$ cat src/rtl/ps2_scancode_rx.sv
`default_nettype none
// ============================================================================
// Module   : ps2_scancode_rx
// Purpose  : PS/2 device-to-host byte receiver with odd-parity/stop/timeout
//            checking. Optional clock glitch filter: PS2_GLITCH_FILTER_EN.
// Revision : 1.0 - initial release
// ============================================================================
module ps2_scancode_rx #(
   parameter int TIMEOUT_CYCLES = 50000,
   parameter int FILTER_LEN     = 8
) (
   input  logic       clock,
   input  logic       reset,
   input  logic       ps2_clock,
   input  logic       ps2_data,
   output logic [7:0] scancode,
   output logic       valid,
   output logic       frame_err,
   output logic       busy
);

   localparam int c_TW = $clog2(TIMEOUT_CYCLES);
   localparam logic [c_TW-1:0] c_TMAX = c_TW'(TIMEOUT_CYCLES - 1);

   typedef enum logic [1:0] {
      S_IDLE   = 2'd0,
      S_DATA   = 2'd1,
      S_PARITY = 2'd2,
      S_STOP   = 2'd3
   } state_t;

   if (TIMEOUT_CYCLES < 2 || FILTER_LEN < 1) begin : g_param_check
      $error("ps2_scancode_rx: TIMEOUT_CYCLES must be >= 2 and FILTER_LEN >= 1");
   end

   state_t          r_state, w_next;
   logic            r_clk_meta, r_clk_sync, r_dat_meta, r_dat_sync;
   logic            r_clk_prev;
   logic            w_clk_src, w_fall;
   logic [7:0]      r_shift;
   logic [2:0]      r_bitcnt;
   logic            r_par;
   logic [c_TW-1:0] r_tcnt;
   logic [7:0]      r_scancode;
   logic            r_valid, r_frame_err;
   logic            w_start, w_shift, w_par_latch, w_load, w_err, w_timeout;

   // Clock flops idle high so that reset release never looks like a fall.
   always_ff @(posedge clock) begin
      if (reset) begin
         r_clk_meta <= 1'b1;
         r_clk_sync <= 1'b1;
         r_dat_meta <= 1'b0;
         r_dat_sync <= 1'b0;
      end else begin
         r_clk_meta <= ps2_clock;
         r_clk_sync <= r_clk_meta;
         r_dat_meta <= ps2_data;
         r_dat_sync <= r_dat_meta;
      end
   end

`ifdef PS2_GLITCH_FILTER_EN
   localparam int c_FW = $clog2(FILTER_LEN + 1);
   localparam logic [c_FW-1:0] c_FMAX = c_FW'(FILTER_LEN - 1);

   logic            r_filt;
   logic [c_FW-1:0] r_fcnt;

   // Output follows the input only after FILTER_LEN consecutive differing samples.
   always_ff @(posedge clock) begin
      if (reset) begin
         r_filt <= 1'b1;
         r_fcnt <= '0;
      end else if (r_clk_sync == r_filt) begin
         r_fcnt <= '0;
      end else if (r_fcnt == c_FMAX) begin
         r_filt <= r_clk_sync;
         r_fcnt <= '0;
      end else begin
         r_fcnt <= r_fcnt + c_FW'(1);
      end
   end

   assign w_clk_src = r_filt;
`else
   assign w_clk_src = r_clk_sync;
`endif

   always_ff @(posedge clock) begin
      if (reset) r_clk_prev <= 1'b1;
      else       r_clk_prev <= w_clk_src;
   end

   assign w_fall = r_clk_prev & ~w_clk_src;

   always_ff @(posedge clock) begin
      if (reset) r_state <= S_IDLE;
      else       r_state <= w_next;
   end

   always_comb begin
      w_next      = r_state;
      w_start     = 1'b0;
      w_shift     = 1'b0;
      w_par_latch = 1'b0;
      w_load      = 1'b0;
      w_err       = 1'b0;
      // A fall in the same cycle as expiry counts as a live line.
      w_timeout   = (r_state != S_IDLE) && (r_tcnt == c_TMAX) && !w_fall;
      case (r_state)
         S_IDLE: begin
            if (w_fall && !r_dat_sync) begin
               w_start = 1'b1;
               w_next  = S_DATA;
            end
         end
         S_DATA: begin
            if (w_fall) begin
               w_shift = 1'b1;
               if (r_bitcnt == 3'd7) w_next = S_PARITY;
            end
         end
         S_PARITY: begin
            if (w_fall) begin
               w_par_latch = 1'b1;
               w_next      = S_STOP;
            end
         end
         S_STOP: begin
            if (w_fall) begin
               if (r_dat_sync && (^{r_shift, r_par})) w_load = 1'b1;
               else                                   w_err  = 1'b1;
               w_next = S_IDLE;
            end
         end
         default: w_next = S_IDLE;
      endcase
      if (w_timeout) begin
         w_err  = 1'b1;
         w_next = S_IDLE;
      end
   end

   always_ff @(posedge clock) begin
      if (reset) begin
         r_shift     <= '0;
         r_bitcnt    <= '0;
         r_par       <= 1'b0;
         r_tcnt      <= '0;
         r_scancode  <= 8'h00;
         r_valid     <= 1'b0;
         r_frame_err <= 1'b0;
      end else begin
         r_valid     <= w_load;
         r_frame_err <= w_err;
         if (w_start) begin
            r_shift  <= '0;
            r_bitcnt <= '0;
         end
         if (w_shift) begin
            r_shift  <= {r_dat_sync, r_shift[7:1]};
            r_bitcnt <= r_bitcnt + 3'd1;
         end
         if (w_par_latch) r_par <= r_dat_sync;
         if (w_load)      r_scancode <= r_shift;
         // Saturating so a stalled frame can never wrap back below expiry.
         if (w_fall || r_state == S_IDLE) r_tcnt <= '0;
         else if (r_tcnt != c_TMAX)       r_tcnt <= r_tcnt + c_TW'(1);
      end
   end

   assign scancode  = r_scancode;
   assign valid     = r_valid;
   assign frame_err = r_frame_err;
   assign busy      = (r_state != S_IDLE);

endmodule
`default_nettype wire
$ cat config.mk
export PLATFORM = sky130hd
export DESIGN_NAME = ps2_scancode_rx
export DESIGN_NICKNAME = d
export VERILOG_FILES = /design/src/rtl/ps2_scancode_rx.sv
export SDC_FILE = /design/constraint.sdc
export NUM_CORES = 1
export LEC_CHECK = 0
export CAP_MARGIN = 30
export CORE_MARGIN = 2
export CORE_UTILIZATION = 47
export DETAILED_ROUTE_END_ITERATION = 10
export PLACE_DENSITY_LB_ADDON = 0.08
export SLEW_MARGIN = 15
export SYNTH_ARGS = -nofsm -noshare
export SYNTH_HDL_FRONTEND = slang
export SYNTH_SLANG_ARGS = --single-unit
export TNS_END_PERCENT = 50
$ cat constraint.sdc
create_clock -name clock -period 4.8 [get_ports clock]
set_input_delay 0.96 -clock clock [delete_from_list [all_inputs] [get_ports clock]]
set_output_delay 0.96 -clock clock [all_outputs]
set_load 0.01 [all_outputs]
==> run summary <==
Hold Buf Count CTS - 0
DIE AREA - 0.004840 sq mm
setup TNS - 0 ps
DRT Pass-1 Iters - 4
vias in the first global route - 1479
class of the tightest hold or removal check - flip-flop to flip-flop
commonest cells after routing, fill and taps aside - dfxtp_1 (45), nor2_1 (27), nand2_1 (21), clkdlybuf4s50_1 (14), mux2i_1 (13)
# fillers - 369
status - complete, no violations
GRT Total Usage - 17.27%
Final Wtd Congestion - 0.8207
largest net degree at the start of global routing - 20
post-DR wirelength/cell - 13.89 um
final-stage net count - 237
final instance area - 0.002307 sq mm
Routed Antenna Nets - 0
CTS Buffer Depth - 2
Post-synth EDFFs - 0
CP endpoint kind - flip-flop
core area - 0.004058 sq mm
Worst setup SP type - primary input
worst clock skew - 8.341 ps
Vias - 1513
Max Cap Violations - 0
leakage - 0.8359 nW
syn_nets - 222
share of layout cells above drive strength 1 - 8.850%
slowest cell delay on critical path - 640 ps
first-pass GRT wire length - 6.775 mm
Avg Synthesized Cell Area - 9.577 sq um
sequential element share of the synthesized area - 44.58%
Critical-path top delay cell - nand3_1
area grow syn2layout - 14.18%
Worst Path Required - 4980 ps
min cycle time layout - 2781 ps
CTS tree - yes
YS warnings - 0
Final Max Slew Viols - 0
fin crit share - 57.93%
Port Buffer Count - 14
Worst-Margin Slew - 585.5 ps
FF+latch count, synth - 45
CTS root buffer - clkbuf_8
DR vias/cell - 5.482
HPWL after detailed placement - 2.747 mm
initial antenna violation count - 0
Worst-Skew Late Latency - 290 ps
Top Ports - 15
Post-CTS Setup Bufs - 0
RSZ-0062 raised after global routing - no
most common cell after layout, fill and taps aside - dfxtp_1
cells after synthesis - 211
fin util - 56.86%
Place WS - 1698 ps
DRC errors left - 0
Routed WL - 3.835 mm
CP arrival - 2970 ps
final worst slack - 2019 ps
H-Tree Depth - 2
CP Max Fanout - 19
Async SR Flop Fraction - 0%
Mapped Area - 0.002021 sq mm
num rows - 23
pwr/cell area - 329.9 mW/mm^2
final std cells w/o fill - 276
fmax - 359.6 MHz
Initial Util - 49.80%
Setup Viol. Count Final - 0
Die H - 69.57 um
post_cts resized - 0
hold slack - 416.4 ps
dpl cells - 269
ant diodes - 0
worst rel slew slack - 60.86%
placed cell areas - 0.002203 sq mm
DRC marker count from the first detailed-route iteration - 80
critical path class - primary input to flip-flop
Die X - 69.57 um
Clock Sinks - 45
library cells used by synthesis - 38
Reg clk slew, reported paths - 80 ps
CTS Buf Count - 5
grt ovf - 0
crit-path cells - clkdlybuf4s50_1 > buf_4 > clkinv_1 > nand3_1 > nand2b_1 > nor2_1
ys flop type - dfxtp_1
Total Power - 0.7612 mW
VDD IR max - 0.2774 mV
final hold vios - 0
-- cells by family (layout without fill, tap and decap cells) --
logic type	count (synthesis)	count (layout)	synth area share (%)
mux	14	14	7.554
simple gates	91	91	22.79
buf+inv	13	28	2.662
compound gates	24	24	8.421
flops	45	45	44.58
fa+ha+maj	7	7	4.334
xor+xnor	17	17	9.660
-- path summary, 6_finish.rpt --
kind,slack (ps),depth (start not counted),startpoint,to
worst min register to register,420,1,r_clk_meta,r_clk_sync
worst max-delay path,2020,6,reset,r_tcnt[4]
worst min-delay path,420,1,r_clk_meta,r_clk_sync
worst max register to register,2750,5,r_tcnt[0],r_state[0]
-- state kept, by name, summed over array words and instances (netlist names) --
signal and flops:
valid 1, r_par 1, frame_err 1, r_clk_meta 1, r_bitcnt 3, scancode 8
r_state 2, r_tcnt 16, r_dat_sync 1, r_clk_prev 1, r_shift 8, r_dat_meta 1
r_clk_sync 1
-- report_power, final --
part	internal [mW]	total (mW)	switching, mW
registers	0.383	0.394	0.0102
logic	0.0405	0.0964	0.0559
clock network	0.151	0.271	0.120
-- layer usage --
layer / up-vias / global-route usage (%) / wire length (um) / part of all wire (%)
met5: - / 0 / 0 / 0
met4: 0 / 6.754 / 51 / 1.3
met3: 6 / 4.360 / 110 / 2.9
met2: 22 / 28.31 / 1905 / 50
met1: 724 / 21.75 / 1768 / 46
li1: 761 / - / - / -
-- area by class of cell --
cell class	count	area [sq um]	area share (%)
timing repair buffer	16	155.1	6.725
clock buffer	5	68.82	2.983
inverter	5	18.77	0.8135
clock inverter	2	35.03	1.518
tap	50	62.56	2.712
multi-input combinational	153	1066	46.20
sequential	45	900.9	39.05
-- worst max-delay path: cells and delay by family --
family / cells / cell delay (ps)
buffers and inverters: 3 / 1090
and+or+nand+nor: 3 / 900
-- cells in the mapped netlist (all sizes together) (5+ instances only) --
master	n	area share, %
dfxtp	45	45
ha	7	4.3
nand3	6	1.5
xor2	9	3.9
clkbuf	7	1.3
a22oi	10	3.7
xnor2	5	2.2
mux2i	14	7.6
nand2	21	3.9
nor2	27	5.0
nand4	9	2.8
(Power assumes the default switching activity.)
